===== src/rtl/clkdiv_pkg.sv =====
// Shared definitions for the programmable clock divider with round-robin divide-change arbitration.
package clkdiv_pkg;

    localparam int DIV_W_DEF       = 8;
    localparam int DEFAULT_DIV_DEF = 5;

    typedef enum logic {
        IDLE    = 1'b0,
        PENDING = 1'b1
    } state_t;

endpackage


===== src/rtl/clkdiv_if.sv =====
// Requester-facing bundle: divide-change requests and grants, plus the divided-clock status outputs.
interface clkdiv_if
    import clkdiv_pkg::*;
#(
    parameter int N_REQ = 4,
    parameter int DIV_W = DIV_W_DEF
);

    logic [N_REQ-1:0]       req;
    logic [N_REQ*DIV_W-1:0] div_val;
    logic [N_REQ-1:0]       grant;
    logic                   busy;
    logic                   clk_out;
    logic                   tick;
    logic [DIV_W-1:0]       cur_div;

    modport master (
        output req, div_val,
        input  grant, busy, clk_out, tick, cur_div
    );

    modport slave (
        input  req, div_val,
        output grant, busy, clk_out, tick, cur_div
    );

endinterface


===== src/rtl/clkdiv_core.sv =====
// Programmable divider: counts 0..div, flips clk_out on the terminal count.
// at_fall flags the terminal count of a high phase, the only safe point to change div.
module clkdiv_core
    import clkdiv_pkg::*;
#(
    parameter int DIV_W = DIV_W_DEF
) (
    input  logic             clk_in,
    input  logic             rst_n,
    input  logic [DIV_W-1:0] div,
    input  logic             load,
    output logic             clk_out,
    output logic             tick,
    output logic             at_fall
);

    logic [DIV_W-1:0] cnt;
    logic             wrap;

    assign wrap    = (cnt == div);
    assign at_fall = wrap && clk_out;

    always_ff @(posedge clk_in) begin
        if (!rst_n) begin
            cnt     <= '0;
            clk_out <= 1'b0;
            tick    <= 1'b0;
        end else if (load) begin
            // load only coincides with a falling toggle, so this is still a tick
            cnt     <= '0;
            clk_out <= 1'b0;
            tick    <= 1'b1;
        end else begin
            cnt     <= wrap ? '0 : cnt + 1'b1;
            clk_out <= clk_out ^ wrap;
            tick    <= wrap;
        end
    end

endmodule


===== src/rtl/clkdiv_arbiter.sv =====
// Round-robin arbitration of divide-change requests; granted values are applied at the next falling toggle.
//   state   | meaning
//   IDLE    | no change outstanding, arbitrating req each cycle
//   PENDING | granted value held, waiting for the falling toggle to switch
module clkdiv_arbiter
    import clkdiv_pkg::*;
#(
    parameter int N_REQ       = 4,
    parameter int DIV_W       = DIV_W_DEF,
    parameter int DEFAULT_DIV = DEFAULT_DIV_DEF
) (
    input  logic     clk_in,
    input  logic     rst_n,
    clkdiv_if.slave  bus
);

    localparam int PTR_W = (N_REQ > 1) ? $clog2(N_REQ) : 1;

    state_t                        state, state_nxt;
    logic [PTR_W-1:0]              rr_ptr, rr_ptr_nxt;
    logic [N_REQ-1:0]              grant_q, grant_nxt;
    logic [DIV_W-1:0]              pend_q, pend_nxt;
    logic [DIV_W-1:0]              cur_div_q, cur_div_nxt;
    logic [N_REQ-1:0][DIV_W-1:0]   dv_arr;
    logic [PTR_W-1:0]              idx, win;
    logic                          found;
    logic                          load;
    logic                          at_fall;
    logic                          core_clk;
    logic                          core_tick;

    assign dv_arr = bus.div_val;

    always_comb begin
        state_nxt   = state;
        rr_ptr_nxt  = rr_ptr;
        grant_nxt   = '0;
        pend_nxt    = pend_q;
        cur_div_nxt = cur_div_q;
        load        = 1'b0;
        found       = 1'b0;
        idx         = '0;
        win         = '0;
        case (state)
            IDLE: begin
                for (int k = 0; k < N_REQ; k++) begin
                    idx = PTR_W'((int'(rr_ptr) + k) % N_REQ);
                    if (!found && bus.req[idx]) begin
                        found = 1'b1;
                        win   = idx;
                    end
                end
                if (found) begin
                    grant_nxt[win] = 1'b1;
                    pend_nxt       = dv_arr[win];
                    rr_ptr_nxt     = (win == PTR_W'(N_REQ - 1)) ? '0 : win + 1'b1;
                    state_nxt      = PENDING;
                end
            end
            PENDING: begin
                if (at_fall) begin
                    cur_div_nxt = pend_q;
                    load        = 1'b1;
                    state_nxt   = IDLE;
                end
            end
            default: state_nxt = IDLE;
        endcase
    end

    always_ff @(posedge clk_in) begin
        if (!rst_n) begin
            state     <= IDLE;
            rr_ptr    <= '0;
            grant_q   <= '0;
            pend_q    <= '0;
            cur_div_q <= DIV_W'(DEFAULT_DIV);
        end else begin
            state     <= state_nxt;
            rr_ptr    <= rr_ptr_nxt;
            grant_q   <= grant_nxt;
            pend_q    <= pend_nxt;
            cur_div_q <= cur_div_nxt;
        end
    end

    clkdiv_core #(
        .DIV_W (DIV_W)
    ) u_core (
        .clk_in  (clk_in),
        .rst_n   (rst_n),
        .div     (cur_div_q),
        .load    (load),
        .clk_out (core_clk),
        .tick    (core_tick),
        .at_fall (at_fall)
    );

    assign bus.grant   = grant_q;
    assign bus.busy    = (state == PENDING);
    assign bus.clk_out = core_clk;
    assign bus.tick    = core_tick;
    assign bus.cur_div = cur_div_q;

endmodule


===== src/flat_wrapper.sv =====
// flat-port wrapper written by rule: the top's interface ports become plain ports
module clkdiv_arbiter_flat import clkdiv_pkg::*;
#(
    parameter int N_REQ       = 4,
    parameter int DIV_W       = DIV_W_DEF,
    parameter int DEFAULT_DIV = DEFAULT_DIV_DEF
)
  (clk_in, rst_n, bus_req, bus_div_val, bus_grant, bus_busy, bus_clk_out, bus_tick, bus_cur_div);
  clkdiv_if #(.N_REQ(N_REQ), .DIV_W(DIV_W)) bus_i ();
  input  logic clk_in;
  input  logic rst_n;
  input wire logic [$bits(bus_i.req)-1:0] bus_req;
  input wire logic [$bits(bus_i.div_val)-1:0] bus_div_val;
  output wire logic [$bits(bus_i.grant)-1:0] bus_grant;
  output wire logic [$bits(bus_i.busy)-1:0] bus_busy;
  output wire logic [$bits(bus_i.clk_out)-1:0] bus_clk_out;
  output wire logic [$bits(bus_i.tick)-1:0] bus_tick;
  output wire logic [$bits(bus_i.cur_div)-1:0] bus_cur_div;
  assign bus_i.req = bus_req;
  assign bus_i.div_val = bus_div_val;
  assign bus_grant = bus_i.grant;
  assign bus_busy = bus_i.busy;
  assign bus_clk_out = bus_i.clk_out;
  assign bus_tick = bus_i.tick;
  assign bus_cur_div = bus_i.cur_div;
  clkdiv_arbiter #(.N_REQ(N_REQ), .DIV_W(DIV_W), .DEFAULT_DIV(DEFAULT_DIV)) u_core (.clk_in(clk_in), .rst_n(rst_n), .bus(bus_i));
endmodule

===== config.mk =====
export PLATFORM = sky130hd
export DESIGN_NAME = clkdiv_arbiter_flat
export DESIGN_NICKNAME = d
export VERILOG_FILES = /design/src/rtl/clkdiv_pkg.sv /design/src/rtl/clkdiv_if.sv /design/src/rtl/clkdiv_core.sv /design/src/rtl/clkdiv_arbiter.sv /design/src/flat_wrapper.sv
export SDC_FILE = /design/constraint.sdc
export NUM_CORES = 1
export LEC_CHECK = 0
export CORE_MARGIN = 4
export CORE_UTILIZATION = 36
export CTS_CLUSTER_DIAMETER = 60
export DETAILED_ROUTE_END_ITERATION = 8
export HOLD_SLACK_MARGIN = 0.03
export SLEW_MARGIN = 10
export SYNTH_ARGS = -nofsm -noshare
export SYNTH_HDL_FRONTEND = slang
export SYNTH_SLANG_ARGS = --single-unit

===== constraint.sdc =====
create_clock -name clk_in -period 3.9 [get_ports clk_in]
set_input_delay 0.39 -clock clk_in [delete_from_list [all_inputs] [get_ports clk_in]]
set_output_delay 0.39 -clock clk_in [all_outputs]
set_load 0.03 [all_outputs]

# ---- After elaboration in Yosys (flattened, before gate mapping)
# Cells that the tools add are included.
dict set report totals {
  latch_bits 0
  ff_bits 33
  rom_bits 0
  mem_bits_rw 0
  mem_count 0
  elab_cells 70
  inputBits 38
}
dict set report classes {
  order_cmp 6
  shifts 0
  n_addsub 5
  n_bitwise 4
  n_eq_ne 2
  n_reduce_logical 13
  muxes 32
  n_mul 0
  n_div 0
}
# operator n
set ops {}
lappend ops {{two-way mux 1 bit} 18}
lappend ops {{binary-select mux 8 bit (select 2 bit)} 1}
lappend ops {{< comparator 2 x 3 -> 1 bit, second input constant} 5}
lappend ops {{two-way mux 2 bit} 6}
lappend ops {{adder 8 x 1 -> 8 bit, second input constant} 1}
lappend ops {{binary-select mux 1 bit (select 2 bit)} 4}
lappend ops {{== test 8 bit} 1}
lappend ops {{two-way mux 8 bit} 1}
lappend ops {{OR reduction 3 bit} 2}
lappend ops {{logical AND 1 bit} 5}
lappend ops {{adder 2 x 1 -> 2 bit, second input constant} 2}
lappend ops {{adder 2 bit, second input constant} 2}
lappend ops {{AND reduction 2 bit} 2}
lappend ops {{logical NOT 1 bit} 3}
lappend ops {{NOT 1 bit} 3}
lappend ops {{demux 1 bit (select 2 bit)} 1}
lappend ops {{== test 2 bit, second input constant} 1}
lappend ops {{>= comparator 2 x 1 -> 1 bit, second input constant} 1}
lappend ops {{one-hot mux 1 bit (2 select lines)} 1}
lappend ops {{OR reduction 2 bit} 1}
lappend ops {{XOR 1 bit} 1}

# ---- Longest topological paths before layout
# Gate-level depths: netlist of the first run.
dict set report depth {
  ltp_word 20
  ltp_mapped 9
}

# ---- Hierarchy
# From an unflattened synthesis of the first run, not the netlist that was laid out.
dict set report hier_totals {
  hier_cells 185
  area_unflattened_um2 1702.9
}
# module instances cells_each area_per_inst_um2 seq_area_each_um2
set modules_own_cells {}
lappend modules_own_cells {clkdiv_arbiter 1 136 1229.9 460.4}
lappend modules_own_cells {clkdiv_core 1 49 473.0 200.2}

# ---- Worst setup path before layout of the first run
# Ideal clock, no wire load.
dict set report synth_timing {
  path_kind {input to register}
  startpoint {input bus_req[0]}
  endpoint {register u_core.pend_q[0]}
  n_path_buf 1
  arrival_time_ns 1.658
  path_slack_ns 2.121
  t_required_ns 3.778
  path_stages 6
  setup_time_ns 0.122
  cell_sequence {nor2b_1 > o21ba_2 > buf_4 > nor2_8 > mux2_4 > a221o_1}
}
dict set report synth_via {
  elab_chain_cells 18
}
# element line
set synth_rtl {}
lappend synth_rtl {{start: declaration} flat_wrapper.sv:12} ;# input wire logic [$bits(bus_i.req)-1:0] bus_req;
lappend synth_rtl {{binary-select mux 1 bit (select 2 bit)} clkdiv_arbiter.sv:48} ;# if (!found && bus.req[idx]) begin
lappend synth_rtl {{two-way mux 1 bit (not written as such)} clkdiv_arbiter.sv:48}
lappend synth_rtl {{two-way mux 1 bit} clkdiv_arbiter.sv:48}
lappend synth_rtl {{two-way mux 1 bit} clkdiv_arbiter.sv:44} ;# case (state)
lappend synth_rtl {{logical NOT 1 bit} clkdiv_arbiter.sv:48}
lappend synth_rtl {{logical AND 1 bit} clkdiv_arbiter.sv:48}
lappend synth_rtl {{two-way mux 1 bit} clkdiv_arbiter.sv:48}
lappend synth_rtl {{two-way mux 1 bit} clkdiv_arbiter.sv:44}
lappend synth_rtl {{[... 2 more ...]} n/a}
lappend synth_rtl {{two-way mux 1 bit} clkdiv_arbiter.sv:48}
lappend synth_rtl {{two-way mux 1 bit} clkdiv_arbiter.sv:44}
lappend synth_rtl {{logical NOT 1 bit} clkdiv_arbiter.sv:48}
lappend synth_rtl {{logical AND 1 bit} clkdiv_arbiter.sv:48}
lappend synth_rtl {{two-way mux 2 bit} clkdiv_arbiter.sv:48}
lappend synth_rtl {{two-way mux 2 bit} clkdiv_arbiter.sv:44}
lappend synth_rtl {{binary-select mux 8 bit (select 2 bit)} clkdiv_arbiter.sv:55} ;# pend_nxt = dv_arr[win];
lappend synth_rtl {{two-way mux 8 bit (not written as such)} clkdiv_arbiter.sv:55}
lappend synth_rtl {{end signal: assignment} clkdiv_arbiter.sv:82} ;# pend_q <= pend_nxt;
lappend synth_rtl {{end: declaration} clkdiv_arbiter.sv:22} ;# logic [DIV_W-1:0] pend_q, pend_nxt;
# Parallel ways exist; a longest one is shown, timed or not. The select of a mux whose other input is x is not followed.
# A chain may end at the register's enable or synchronous reset.

# ---- Final worst setup path of the first run
dict set report layout_timing {
  startpoint {input bus_req[1]}
  endpoint {register u_core.pend_q[3]}
}
# Same word-level chain as after synthesis.

==> results of run 1 <==
[power breakdown]
part           total [mW]  internal [mW]  switching (mW)
registers           0.373          0.357          0.0160
clock network       0.254          0.140           0.114
logic               0.173         0.0978          0.0755
total               0.800          0.595           0.205
[per-stage QoR]
stage          std cells  total power [mW]
3_5_place_dp         294             0.556
5_1_grt              301             0.842
4_1_cts              301             0.812
6_report             301             0.800
2_1_floorplan        182             0.493
3_3_place_gp         294             0.555
[kinds of logic (layout without fill, tap and decap cells)]
family                     count (synthesis)  count (layout)  share of synthesized area [%]
adders and majority gates                  6               6                           4.29
buffers and inverters                     12              64                           3.65
xor gates and xnor gates                  14              14                           7.01
AOI/OAI and AO/OA                         38              38                           17.2
and+or+nand+nor                           69              69                           22.1
muxes                                     10              10                           8.01
DFF                                       33              33                           37.8
[per-layer routing]
metal	vias up	track usage (%)	routed length, um	share of wire (%)
met5	-	0	0	0
li1	743	-	-	-
met1	624	16.0	1760	48
met3	4	4.64	264	7.3
met2	45	19.5	1590	44
met4	0	4.27	25	0.69
[synth_stat cells, types with 3 or more instances]
master / count
a21boi_0: 8
a21boi_1: 7
a221o_1: 8
and3_1: 7
clkbuf_1: 4
dfxtp_1: 33
ha_1: 6
inv_1: 4
mux2_4: 8
nand2_1: 19
nand2b_1: 3
nand3_1: 16
nor2_1: 10
o21ai_0: 8
xor2_1: 13
[layout make-up]
class / count / area (um2) / share of cell area [%]
Timing Repair Buffer: 52 / 520 / 21.7
Sequential cell: 33 / 661 / 27.6
Clock buffer: 7 / 86.3 / 3.61
Tap cell: 67 / 83.8 / 3.50
Inverter: 5 / 18.8 / 0.784
Multi-Input combinational cell: 137 / 1020 / 42.8
[layout by cell type, fill, tap and decap left out, drive strengths merged]
| cell type | netlist | routed |
|---|---|---|
| or4 | 1 | 1 |
| nor4 | 3 | 3 |
| o211a | 3 | 3 |
| nor3 | 1 | 1 |
| nand2 | 19 | 19 |
| dfxtp | 33 | 33 |
| nand3b | 1 | 1 |
| o21bai | 1 | 1 |
| nand2b | 3 | 3 |
| xor2 | 13 | 13 |
| nand3 | 16 | 16 |
| mux2 | 8 | 8 |
| a21boi | 15 | 15 |
| a21oi | 1 | 1 |
| nor2b | 4 | 4 |
| clkdlybuf4s50 | 0 | 52 |
| ha | 6 | 6 |
| and2 | 3 | 3 |
| xnor2 | 1 | 1 |
| o21ai | 8 | 8 |
| o211ai | 1 | 1 |
| a221o | 8 | 8 |
| and3 | 7 | 7 |
| nor2 | 11 | 11 |
| mux2i | 2 | 2 |
| clkbuf | 4 | 7 |
| o21ba | 1 | 1 |
| inv | 5 | 5 |
[worst max-delay path by stage]
stage / from / endpoint
finish: bus_req[1] / u_core.pend_q[3]
global route: rst_n / u_core.pend_q[4]
CTS: bus_req[1] / u_core.pend_q[3]
detailed placement: bus_req[1] / u_core.pend_q[3]
global placement: bus_req[1] / u_core.pend_q[0]
floorplan: bus_req[0] / u_core.pend_q[0]
[worst register-to-register path: cells and delay by family (launching register included)]
| family | cells | cell delay [ns] |
|---|---|---|
| DFF | 1 | 0.35 |
| xor gates and xnor gates | 1 | 0.15 |
| buffers and inverters | 1 | 0.08 |
| adders and majority gates | 1 | 0.16 |
| and+or+nand+nor | 5 | 1.17 |
[sequential cells by signal, indices dropped and copies added (netlist names)]
signal,count
u_core.bus.busy,1
u_core.bus.cur_div,8
u_core.pend_q,8
u_core.u_core.tick,1
u_core.bus.grant,4
u_core.rr_ptr,2
u_core.u_core.cnt,8
u_core.u_core.clk_out,1
==> results.sh, run 1 <==
export IMPL_outcome="complete, no violations"
export IMPL_r2r_slack_ns=1.87
export IMPL_final_fill_count=452
export IMPL_cts_resized=0
export IMPL_worstHoldStart="u_core.pend_q[4]"
export IMPL_synthToLayoutAreaGrowth_pct=36.9
export IMPL_max_slew_worst_pin_slew_ns=0.583
export IMPL_cts_setup_buffers=0
export IMPL_hold_viol_final=0
export IMPL_final_min_clock_period_ns=2.10
export IMPL_grt_max_degree=21
export IMPL_cts_root_buffer="clkbuf_8"
export IMPL_worst_r2r_startpoint="u_core.u_core.cnt[5]"
export IMPL_drive_above_1_share_pct=10.3
export IMPL_drt_wirelength_per_cell_um=12.1
export IMPL_layout_cell_area_non_filler_mm2=0.00239
export IMPL_floorplan_initialDensity_pct=37.0
export IMPL_worst_slew_margin_rel_pct=61.0
export IMPL_p_leak_nw=0.998
export IMPL_core_footprint_mm2=0.00472
export IMPL_cts_path_max_buffers=2
export IMPL_grt_total_usage_pct=12.6
export IMPL_netlist_area_mm2=0.00175
export IMPL_critical_path_peak_fanout=11
export IMPL_synth_edff_count=0
export IMPL_worstSetupPathType="in2reg"
export IMPL_post_synth_inst_count=182
export IMPL_syn_area_per_cell_um2=9.61
export IMPL_clock_latency_ns=0.28
export IMPL_dr_first_iter_drc_count=79
export IMPL_clock_sink_count=33
export IMPL_min_to="u_core.bus.cur_div[4]"
export IMPL_detail_route_first_pass_iterations=4
export IMPL_worstPathRequired_ns=4.06
export IMPL_setup_worst_path_end_class="register"
export IMPL_fmaxAchievable_mhz=475
export IMPL_fin_nets=278
export IMPL_timing_final_setup_violations=0
export IMPL_critical_path_cell_count=6
export IMPL_grt_pass1_wl_um=6180
export IMPL_totalNegativeSetupSlack_ns=0
export IMPL_first_global_vias=1362
export IMPL_ir_drop_worst_vdd_v=0.000124
export IMPL_power_density_mw_per_mm2=334
export IMPL_fin_ws_ns=1.80
export IMPL_rows=25
export IMPL_preCtsSetupSlack_ns=1.49
export IMPL_synth_area_leaders="dfxtp_1 (38%), mux2_4 (6.9%), xor2_1 (6.5%), a221o_1 (4.6%), nand3_1 (4.6%)"
export IMPL_cts_reportedPaths_clkPinSlew_ns=0.06
export IMPL_netlist_top_cell_by_area="dfxtp_1"
export IMPL_gr_total_overflow=0
export IMPL_die_area_mm2=0.00604
export IMPL_cts_hold_buffers_added=0
export IMPL_cap_viol_max_count=0
export IMPL_fin_hold_ws_ns=0.459
export IMPL_worstSetupStartpointType="primary input"
export IMPL_ys_dominant_reg_cell="dfxtp_1"
export IMPL_detail_route_drc_violations=0
export IMPL_synth_ff_latch_count=33
export IMPL_synthesis_nets=226
export IMPL_gpl_congestion=0.749
export IMPL_synth_top_cell_area_share_pct=37.8
export IMPL_synth_distinct_cells=36
export IMPL_clock_tree_htree_level_count=2
export IMPL_place_port_buffers=52
export IMPL_placedInstanceArea_mm2=0.00231
export IMPL_max_stage_delay_ns=0.47
export IMPL_cts_tree="built"
export IMPL_critical_path_buf_inv_count=1
export IMPL_worstRegToRegCells=8
export IMPL_height_of_the_die_um=77.7
export IMPL_critPathTopFamily="compound AO/OA/AOI/OAI gates"
export IMPL_dp_hpwl_um=2890
export IMPL_worst_hold_path_type="reg2reg"
export IMPL_floorplan_die_width_um=77.7
export IMPL_antenna_found_initial=0
export IMPL_synth_seq_area_share_pct=37.8
export IMPL_worst_path_max_delay_cell="clkdlybuf4s50_1"
export IMPL_postRouteWirelength_um=3640
export IMPL_rsz0062_at_grt="no"
export IMPL_skew_ns=0.00361
export IMPL_critPathArrivalTime_ns=2.27
export IMPL_diodes=0
export IMPL_cts_buffers=5
export IMPL_worst_r2r_endpoint="u_core.u_core.cnt[2]"
export IMPL_period_share_pct=54.0
export IMPL_finalCoreUtilization_pct=50.7
export IMPL_io_pins=53
export IMPL_vias_per_cell=4.70
export IMPL_synth_warning_count=0
export IMPL_timing_max_transition_violations_final=0
export IMPL_crit_chain="clkdlybuf4s50_1, nand2b_1, o211a_4, nor2_8, mux2_4, a221o_1"
export IMPL_hold_path_cell_count=2
export IMPL_route_antenna_remaining_nets=0
export IMPL_route_vias_total=1416
export IMPL_async_reset_ff_share_pct=0
No activity file was read; power rests on OpenSTA's default activity.
==> inputs of run 2 (changes only) <==
clock period = 2 ns   (was 3.9 ns; I/O delays follow)
==> run 2 against run 1 <==
  * Critical path depth unchanged
  * Largest cell class unchanged
  * Largest power group unchanged
  * Critical path type unchanged
  * Clock skew grew 0.0045 ns
  * Sequential share of layout area down 1.5 points
  * Core utilization up 2.9 points
==> results.sh, run 2 (synthesis gave the netlist of run 1 again) <==
export IMPL_floorplan_die_width_um=77.7
export IMPL_antenna_found_initial=0
export IMPL_layout_commonest_cell="clkdlybuf4s50_1"
export IMPL_worst_hold_path_type="reg2reg"
export IMPL_postRouteWirelength_um=3660
export IMPL_worstSetupStartpointType="primary input"
export IMPL_finalCoreUtilization_pct=53.6
export IMPL_synthToLayoutAreaGrowth_pct=44.7
export IMPL_period_share_pct=90.0
export IMPL_critical_path_buf_inv_count=1
export IMPL_grt_pass1_wl_um=6290
export IMPL_first_global_vias=1486
export IMPL_timing_final_setup_violations=0
export IMPL_die_area_mm2=0.00604
export IMPL_detail_route_drc_violations=0
export IMPL_clock_latency_ns=0.28
export IMPL_grt_max_degree=20
export IMPL_route_antenna_remaining_nets=0
export IMPL_grt_total_usage_pct=12.9
export IMPL_worst_path_max_delay_cell="clkdlybuf4s50_1"
export IMPL_cts_path_max_buffers=2
export IMPL_core_footprint_mm2=0.00472
export IMPL_cts_root_buffer="clkbuf_8"
export IMPL_setup_worst_path_end_class="register"
export IMPL_power_density_mw_per_mm2=684
export IMPL_critPathArrivalTime_ns=1.97
export IMPL_clock_tree_htree_level_count=2
export IMPL_critPathTopFamily="compound AO/OA/AOI/OAI gates"
export IMPL_dp_hpwl_um=3020
export IMPL_mostFrequentLayoutCells="clkdlybuf4s50_1 (52), dfxtp_1 (33), nand2_1 (19)"
export IMPL_route_vias_total=1433
export IMPL_rows=25
export IMPL_worstPathRequired_ns=2.17
export IMPL_diodes=0
export IMPL_fmaxAchievable_mhz=555
export IMPL_drive_above_1_share_pct=15.3
export IMPL_cts_buffers=5
export IMPL_detail_route_first_pass_iterations=4
export IMPL_worst_slew_margin_rel_pct=68.6
export IMPL_cts_reportedPaths_clkPinSlew_ns=0.06
export IMPL_max_slew_worst_pin_slew_ns=0.470
export IMPL_height_of_the_die_um=77.7
export IMPL_skew_ns=0.00811
export IMPL_outcome="complete, no violations"
export IMPL_crit_chain="clkdlybuf4s50_1, and2_4, o211a_4, nor2_8, mux2_4, a221o_1"
export IMPL_cts_tree="built"
export IMPL_place_port_buffers=52
export IMPL_timing_max_transition_violations_final=0
export IMPL_fin_nets=291
export IMPL_hold_viol_final=0
export IMPL_cap_viol_max_count=0
export IMPL_drt_wirelength_per_cell_um=11.6
export IMPL_clock_sink_count=33
export IMPL_totalNegativeSetupSlack_ns=0
export IMPL_final_min_clock_period_ns=1.80
export IMPL_fin_ws_ns=0.199
export IMPL_ir_drop_worst_vdd_v=0.000249
export IMPL_dr_first_iter_drc_count=23
export IMPL_gr_total_overflow=0
export IMPL_max_stage_delay_ns=0.45
export IMPL_gpl_congestion=0.748
export IMPL_critical_path_peak_fanout=9
export IMPL_rsz0062_at_grt="no"
export IMPL_p_leak_nw=1.07
export IMPL_worstSetupPathType="in2reg"
export IMPL_io_pins=53
export IMPL_preCtsSetupSlack_ns=-0.108
export IMPL_vias_per_cell=4.55
export IMPL_floorplan_initialDensity_pct=37.0
-- run 2: final timing paths --
path	depth (start not counted)	slack (ns)	from	to
max	6	0.20	bus_req[0]	u_core.pend_q[4]
min	2	0.46	u_core.pend_q[7]	u_core.bus.cur_div[7]
max reg2reg	5	0.24	u_core.rr_ptr[1]	u_core.pend_q[4]
min reg2reg	2	0.46	u_core.pend_q[7]	u_core.bus.cur_div[7]
-- run 2: cell type report --
class	instances	area, um2
fillers	439	2190
multi-input cells	137	1030
flip-flops and latches	33	661
repair buffers	65	618
clock buffers	7	86.3
well taps	67	83.8
clock inverters	1	30.0
inverters	5	18.8
-- run 2: routing by layer --
metal | track usage (%) | routed length (um) | vias up | share of wire [%]
li1 | - | - | 772 | -
met1 | 15.1 | 1740 | 616 | 47
met2 | 21.1 | 1600 | 41 | 44
met3 | 5.45 | 272 | 4 | 7.4
met4 | 4.80 | 55 | 0 | 1.5
met5 | 0 | 0 | - | 0
-- run 2: repair_timing --
action	CTS	global route
resized for setup	0	1
setup endpoints to repair	0	4
hold endpoints to repair	0	0
hold buffers	0	0
buffers inserted	0	0
-- run 2: per-stage QoR --
stage / cell area, um2 / hold WS (ns) / cells / power [mW]
floorplan: 1750 / 0.431 / 182 / 0.961
finish: 2530 / 0.459 / 315 / 1.73
detailed placement: 2410 / 0.454 / 307 / 1.11
global placement: 2410 / 0.445 / 307 / 1.11
global route: 2530 / 0.472 / 315 / 1.82
CTS: 2520 / 0.463 / 315 / 1.76
-- run 2: tightest hold or removal path: stages, from the launching register on --
cell	delay [ns]
dfxtp_1	0.31
nand2_1	0.05
a21boi_1	0.05
-- run 2: power breakdown --
| group | switching [mW] | internal [mW] | leakage (nW) |
|---|---|---|---|
| Sequential | 0.0284 | 0.696 | 0.269 |
| Clock | 0.232 | 0.406 | 0.0585 |
| Combinational | 0.153 | 0.217 | 0.746 |
